<file path="src/rtl/binary_frame_scanner.sv">
// Raster-scans the 1-bit frame BRAM and feeds the 3-line binary line buffer, flush lines included.
// Outputs trail the BRAM read by READ_LATENCY cycles; hold_in stalls only between lines, ACTIVE never stalls.
module binary_frame_scanner #(
    parameter int H_ACTIVE     = 320,
    parameter int V_ACTIVE     = 240,
    parameter int FLUSH_LINES  = 2,
    parameter int H_GAP        = 4,
    parameter int READ_LATENCY = 2
) (
    input  logic        clk_in,
    input  logic        rst_in,
    input  logic        start_in,
    input  logic        hold_in,
    output logic [16:0] addr_out,
    output logic        rd_en_out,
    input  logic        pixel_in,
    output logic [10:0] hcount_out,
    output logic [9:0]  vcount_out,
    output logic        pixel_out,
    output logic        data_valid_out,
    output logic        busy_out,
    output logic        done_out
);

    localparam int LINES     = V_ACTIVE + FLUSH_LINES;
    localparam int ADDR_LAST = H_ACTIVE * V_ACTIVE - 1;
    localparam int TAIL      = READ_LATENCY - 1;

    localparam logic [1:0] S_IDLE   = 2'd0;
    localparam logic [1:0] S_ACTIVE = 2'd1;
    localparam logic [1:0] S_GAP    = 2'd2;
    localparam logic [1:0] S_DRAIN  = 2'd3;

    logic [1:0]  state;
    logic [10:0] h;
    logic [9:0]  v;
    logic [16:0] addr;
    logic [15:0] gap_cnt;
    logic [7:0]  drain_cnt;

    logic issue;
    logic real_line;
    logic rd;

    assign issue     = (state == S_ACTIVE);
    assign real_line = (v < 10'(V_ACTIVE));
    assign rd        = issue && real_line;

    assign rd_en_out = rd;
    assign addr_out  = addr;
    assign busy_out  = (state != S_IDLE);

    always_ff @(posedge clk_in) begin
        if (rst_in) begin
            state     <= S_IDLE;
            h         <= '0;
            v         <= '0;
            addr      <= '0;
            gap_cnt   <= '0;
            drain_cnt <= '0;
            done_out  <= 1'b0;
        end else begin
            done_out <= 1'b0;
            case (state)
                S_IDLE: begin
                    // A start landing on the done pulse belongs to the frame just finished.
                    if (start_in && !done_out) begin
                        h     <= '0;
                        v     <= '0;
                        addr  <= '0;
                        state <= S_ACTIVE;
                    end
                end
                S_ACTIVE: begin
                    if (rd && (addr != 17'(ADDR_LAST))) begin
                        addr <= addr + 17'd1;
                    end
                    if (h == 11'(H_ACTIVE - 1)) begin
                        h         <= '0;
                        gap_cnt   <= '0;
                        drain_cnt <= '0;
                        if (v == 10'(LINES - 1)) begin
                            state <= S_DRAIN;
                        end else begin
                            v     <= v + 10'd1;
                            state <= S_GAP;
                        end
                    end else begin
                        h <= h + 11'd1;
                    end
                end
                S_GAP: begin
                    if (gap_cnt == 16'(H_GAP - 1)) begin
                        if (!hold_in) begin
                            state <= S_ACTIVE;
                        end
                    end else begin
                        gap_cnt <= gap_cnt + 16'd1;
                    end
                end
                default: begin
                    if (drain_cnt == 8'(READ_LATENCY - 1)) begin
                        state    <= S_IDLE;
                        done_out <= 1'b1;
                    end else begin
                        drain_cnt <= drain_cnt + 8'd1;
                    end
                end
            endcase
        end
    end

    // Side-band pipeline; h/v only advance behind a valid beat so the tail holds the last coordinates.
    logic [10:0] sb_h     [READ_LATENCY];
    logic [9:0]  sb_v     [READ_LATENCY];
    logic        sb_vld   [READ_LATENCY];
    logic        sb_flush [READ_LATENCY];

    always_ff @(posedge clk_in) begin
        if (rst_in) begin
            for (int i = 0; i < READ_LATENCY; i++) begin
                sb_h[i]     <= '0;
                sb_v[i]     <= '0;
                sb_vld[i]   <= 1'b0;
                sb_flush[i] <= 1'b0;
            end
        end else begin
            sb_vld[0]   <= issue;
            sb_flush[0] <= issue && !real_line;
            if (issue) begin
                sb_h[0] <= h;
                sb_v[0] <= v;
            end
            for (int i = 1; i < READ_LATENCY; i++) begin
                sb_vld[i]   <= sb_vld[i-1];
                sb_flush[i] <= sb_flush[i-1];
                if (sb_vld[i-1]) begin
                    sb_h[i] <= sb_h[i-1];
                    sb_v[i] <= sb_v[i-1];
                end
            end
        end
    end

    assign hcount_out     = sb_h[TAIL];
    assign vcount_out     = sb_v[TAIL];
    assign data_valid_out = sb_vld[TAIL];
    assign pixel_out      = sb_vld[TAIL] && !sb_flush[TAIL] && pixel_in;

endmodule

</file>
<file path="config.mk">
export PLATFORM = sky130hd
export DESIGN_NAME = binary_frame_scanner
export DESIGN_NICKNAME = d
export VERILOG_FILES = /design/src/rtl/binary_frame_scanner.sv
export SDC_FILE = /design/constraint.sdc
export NUM_CORES = 1
export LEC_CHECK = 0
export BUFFER_PORTS_ARGS = -buffer_cell sky130_fd_sc_hd__buf_2
export CAP_MARGIN = 25
export CORE_MARGIN = 3
export CORE_UTILIZATION = 59
export DETAILED_ROUTE_END_ITERATION = 8
export HOLD_SLACK_MARGIN = 0.03
export PLACE_DENSITY = 0.79
export SYNTH_ARGS = -nofsm -noshare
export SYNTH_HDL_FRONTEND = slang
export SYNTH_SLANG_ARGS = --single-unit
</file>
<file path="constraint.sdc">
create_clock -name clk_in -period 2.7 [get_ports clk_in]
set_input_delay 0.27 -clock clk_in [delete_from_list [all_inputs] [get_ports clk_in]]
set_output_delay 0.27 -clock clk_in [all_outputs]
set_load 0.02 [all_outputs]
</file>
==> qor.yml, run 1 <==
outcome: "complete, no violations"
end_kind: "flop"
cts_made_buffers: 9
worstPathArrival_ps: 2620
setup_viol: 0
synthArstFlopShare: 0
drv_slew: 0
dieHeight_um: 101.2
r2r_start: "state[0]"
synth_cell_types: 64
cp_max_fo: 16
clk_pin_slew_ps: 100
via_per_inst: 5.937
worstHoldStart: "rst_in"
fin_area_um2: 5690
critPathKind: "flop to flop"
drt_iter0_drc: 187
postCtsSetupBuffers: 0
cts_max_level: 3
num_rows: 34
yosysWarningCount: 0
hold_class: "input pin to flop"
fillCellCount: 720
gr-total-overflow: 0
grt_pass1_wl_um: 16590
postCtsResizedCells: 0
layout_common_cells: "69 x dfxtp_1, 53 x nor2_1, 47 x buf_2, 46 x nand2_1, 46 x nor2b_1"
grt.met2_usage: 0.3300
yosysSeqAreaShare: 0.4944
multiInputGateArea_um2: 2409
hold_slack_ps: 248.9
dieArea_um2: 10240
rsz0062_at_grt: "false"
drtAntennaViolNets: 0
pre_cts_slack_ps: 411.1
slowest_delay_ps: 640
synth_area_um2: 5345
diodes: 0
synth_top_family_by_area: "simple AND/OR/NAND/NOR gates"
cp.required_ps: 2960
drtPass1Iterations: 5
ir_drop_v: 0.0003974
cp_cell_sequence: "inv_1 > a21o_1 > a311o_1 > and2b_1 > a211o_1"
wl_um: 9964
vias: 4067
setup_tns_ps: 0
synthAdderAreaFrac: 0.01639
use_met3: 0.05165
routedWlPerCell_um: 14.55
synth_compound_area_frac: 0.1257
antenna_found_initial: 0
hold_viol: 0
timing.final.ws_setup_ps: 341.1
final_layout_size_suffix_gt1_frac: 0.1473
tritoncts: "yes"
worst_clock_skew_ps: 12.27
gp_congestion: 0.9010
period_minus_slack_ps: 2359
die_x_um: 101.2
synthMuxAreaShare: 0.001873
slowest_stage: "dfxtp_1"
worst_pin_slew_ps: 753.9
ys.flop_type: "dfxtp_1"
ys_seq_elements: 111
core_area_um2: 8763
grt-busiest-layer: "met2"
dp_hpwl_um: 7036
fmax_mhz: 423.9
clk_latency_ps: 380
p_leak_nw: 2.039
ios: 48
cts_num_sinks: 111
worstSetupStartpointType: "flop"
port_buffers: 47
area_growth_pct: 6.461
syn_inst: 551
placed_cell_area_um2: 5500
use_met1: 0.2558
route.detailed.drc: 0
p_per_area_nw_per_um2: 605.5
clock-root-buffer: "clkbuf_8"
maxCapViolations: 0
fin_crit_sh: 0.8737
synth_fp_nets: 563
synth_edf_count: 42
final_nets: 584
start_util: 0.6099
synthXorXnorAreaFrac: 0.03933
critPathLaunch: "state[0]"
clockBufferDepth: 2
synth-simple-area-share: 0.2669
layout_commonest_cell: "dfxtp_1"
synth.avg_cell_area_um2: 9.701
grt_max_degree: 43
grt_pass1_vias: 3632
track_usage: 0.1994
slew-limit-headroom: 0.4974
ctsHoldBuffers: 0
layout.area.seq_um2: 2643
==> registers in the layout, summed over array words and instances (netlist names) <==
signal,cells
sb_h,22
sb_v,20
addr_out,17
gap_cnt,16
h,11
v,10
drain_cnt,8
sb_flush,2
sb_vld,2
state,2
done_out,1
==> cells by family after synthesis <==
family,Yosys count
AOI/OAI and AO/OA,99
xor gates and xnor gates,24
adders and majority gates,7
buffers and inverters,51
DFF,111
muxes,1
and+or+nand+nor,258
==> layout make-up <==
type / instances / area share
repair buffers: 54 / 0.05057
well taps: 108 / 0.02375
multi-input cells: 389 / 0.4233
clock buffers: 10 / 0.02243
flip-flops and latches: 111 / 0.4644
clock inverters: 6 / 0.01099
inverters: 7 / 0.004617
==> worst paths after layout <==
kind                     to  slack [ps]  cells past startpoint
max            addr_out[15]         340                      5
min            drain_cnt[0]         250                      2
max reg2reg    addr_out[15]         340                      5
min reg2reg  sb_flush[0][1]         460                      1
==> per-layer routing <==
metal	vias to the layer above	wire length, µm
li1	2021	-
met1	1883	4398
met2	153	4812
met3	10	642
met4	0	110
met5	-	0
==> cell usage after synthesis, types with 8 or more instances <==
master	n	area, µm²
a21oi_1	27	135.1
clkbuf_1	15	56.30
and3_1	8	50.05
a31oi_1	9	56.30
nand2_1	46	172.7
nand2b_1	9	56.30
o21ai_0	22	110.1
xor2_1	10	87.58
nand4_1	8	50.05
xnor2_1	14	122.6
nand3_1	22	110.1
nor2_1	54	202.7
dfxtp_1	69	1381
or3_1	11	68.82
buf_4	21	157.7
edfxtp_1	42	1261
nor3_1	13	65.06
nor2b_1	46	287.8
==> per-stage QoR <==
step	std cells	total power, mW	utilization
after detailed placement	669	2.543	0.6276
after CTS	685	3.470	0.6493
after global routing	685	3.608	0.6493
final	685	3.445	0.6493
after global placement	669	2.528	0.6276
after floorplan	551	2.425	-
==> power breakdown <==
| group | switching (mW) | total [mW] | internal (mW) | leakage (nW) |
|---|---|---|---|---|
| combinational | 0.403 | 0.579 | 0.176 | 0.941 |
| sequential | 0.0622 | 1.93 | 1.87 | 1.00 |
| clock | 0.578 | 0.938 | 0.360 | 0.0961 |
==> critical path, delay by kind of cell, from the launching register on <==
kind,cells,cell delay [ps]
AOI/OAI and AO/OA,3,1090
buffers and inverters,1,230
DFF,1,640
and+or+nand+nor,1,290
No activity file was read; power rests on OpenSTA's default activity.
==> inputs of run 2 (changes only) <==
--- a/config.mk
+++ b/config.mk
@@ -11,7 +11,7 @@
 export CORE_UTILIZATION = 59
 export DETAILED_ROUTE_END_ITERATION = 8
 export HOLD_SLACK_MARGIN = 0.03
-export PLACE_DENSITY = 0.79
+export PLACE_DENSITY_LB_ADDON = 0.08
 export SYNTH_ARGS = -nofsm -noshare
 export SYNTH_HDL_FRONTEND = slang
 export SYNTH_SLANG_ARGS = --single-unit
==> qor.yml, run 2 (synthesized netlist as in run 1, its figures left out) <==
gp_congestion: 0.8556  # was 0.9010
use_met3: 0.02824  # was 0.05165
grt.met2_usage: 0.3345  # was 0.3300
worstPathArrival_ps: 2670  # was 2620 ps
pre_cts_slack_ps: 379.6  # was 411.1 ps
layout_common_cells: "69 x dfxtp_1, 53 x nor2_1, 47 x buf_2, 46 x nand2_1, 46 x nor2b_1"  # unchanged
fmax_mhz: 419.0  # was 423.9 MHz
cts_num_sinks: 111  # unchanged
timing.final.ws_setup_ps: 313.5  # was 341.1 ps
slew-limit-headroom: 0.4999  # was 0.4974
p_per_area_nw_per_um2: 614.9  # was 605.5 nW/µm²
wl_um: 10040  # was 9964 µm
clk_latency_ps: 380  # about the same
rsz0062_at_grt: "false"  # unchanged
worst_clock_skew_ps: 18.60  # was 12.27 ps
cts_max_level: 3  # unchanged
diodes: 0  # unchanged
ios: 48  # unchanged
layout_commonest_cell: "dfxtp_1"  # unchanged
setup_tns_ps: 0  # unchanged
gr-total-overflow: 0  # unchanged
postCtsSetupBuffers: 0  # unchanged
clockBufferDepth: 2  # unchanged
grt_pass1_wl_um: 16950  # was 16590 µm
worstSetupStartpointType: "flop"  # unchanged
grt-busiest-layer: "met2"  # unchanged
period_minus_slack_ps: 2386  # was 2359 ps
design_power_total_mw: 3.531  # was 3.445 mW
clk_pin_slew_ps: 120  # was 100 ps
port_buffers: 47  # unchanged
route.detailed.drc: 0  # unchanged
hold_class: "input pin to flop"  # unchanged
cp_max_fo: 16  # unchanged
fin_crit_sh: 0.8839  # was 0.8737
top_register: "sb_h"  # unchanged
dp_hpwl_um: 7075  # was 7036 µm
setup_viol: 0  # unchanged
num_rows: 34  # unchanged
dieHeight_um: 101.2  # unchanged
instances_no_fill: 688  # was 685
via_per_inst: 5.837  # was 5.937
hold_viol: 0  # unchanged
ir_drop_v: 0.0002458  # was 0.0003974 V
ctsHoldBuffers: 0  # unchanged
start_util: 0.6099  # unchanged
dieArea_um2: 10240  # unchanged
track_usage: 0.2019  # was 0.1994
clock-root-buffer: "clkbuf_8"  # unchanged
worst_pin_slew_ps: 740.4  # was 753.9 ps
maxCapViolations: 0  # unchanged
fillCellCount: 716  # was 720
largest_reg_flops: 22  # unchanged
cp.required_ps: 2980  # was 2960 ps
routedWlPerCell_um: 14.59  # was 14.55 µm
drv_slew: 0  # unchanged
tritoncts: "yes"  # unchanged
drtAntennaViolNets: 0  # unchanged
critPathKind: "flop to flop"  # unchanged
end_kind: "flop"  # unchanged
outcome: "complete, no violations"  # unchanged
drt_iter0_drc: 213  # was 187
antenna_found_initial: 0  # unchanged
cts_made_buffers: 9  # unchanged
core_area_um2: 8763  # unchanged
postCtsResizedCells: 0  # unchanged
drtPass1Iterations: 5  # unchanged
vias: 4016  # was 4067
dp.cells: 672  # was 669
die_x_um: 101.2  # unchanged
grt_pass1_vias: 3681  # was 3632
area_growth_pct: 7.444  # was 6.461%
p_leak_nw: 2.069  # was 2.039 nW
final_layout_size_suffix_gt1_frac: 0.1534  # was 0.1473
grt_max_degree: 43  # unchanged
final_nets: 587  # was 584
use_met1: 0.2732  # was 0.2558
==> run 2: cell types whose count changed in the layout (fill, tap and decap cells not counted), sizes merged <==
cell	previous run	this run
inv	10	11
clkinv	3	2
buf	54	57
==> run 2: metal layers <==
metal,share of wire,wire [µm],up-vias
met4,0.011,108,0
met2,0.48,4771,104
met5,0,0,-
met3,0.049,491,13
met1,0.46,4667,1885
li1,-,-,2014
==> run 2: through the flow <==
step | cell area, µm² | hold slack, ps | utilization
4_1_cts | 5743 | 101.8 | 0.6553
2_1_floorplan | 5345 | 353.0 | -
6_report | 5743 | 118.6 | 0.6553
3_5_place_dp | 5535 | 435.2 | 0.6316
3_3_place_gp | 5535 | 430.6 | 0.6316
5_1_grt | 5743 | 129.6 | 0.6553
==> run 2: final timing paths <==
path                                      from             end  slack (ps)  depth (start not counted)
worst max register to register        state[0]    addr_out[15]         310                          5
worst min-delay path                    rst_in  sb_flush[0][1]         120                          2
worst max-delay path                  state[0]    addr_out[15]         310                          5
worst min register to register  sb_flush[0][0]  sb_flush[0][1]         460                          1
==> run 2: cell type report <==
type | instances | area [µm²] | area share
repair buffers | 57 | 322.8 | 0.05621
flip-flops and latches | 111 | 2643 | 0.4601
clock inverters | 6 | 70.07 | 0.01220
inverters | 7 | 26.28 | 0.004575
clock buffers | 10 | 137.6 | 0.02397
multi-input cells | 389 | 2409 | 0.4194
well taps | 108 | 135.1 | 0.02353
==> run 2: power by group <==
part | internal, mW | switching, mW
Combinational | 0.190 | 0.412
Clock | 0.393 | 0.610
Sequential | 1.87 | 0.0593
Total | 2.45 | 1.08
==> run 2: worst max-delay path: stages, from the launching register on <==
cell     delay [ps]
dfxtp_1         650
inv_1           230
a21o_1          310
a311o_1         510
and2b_1         300
a211o_1         290
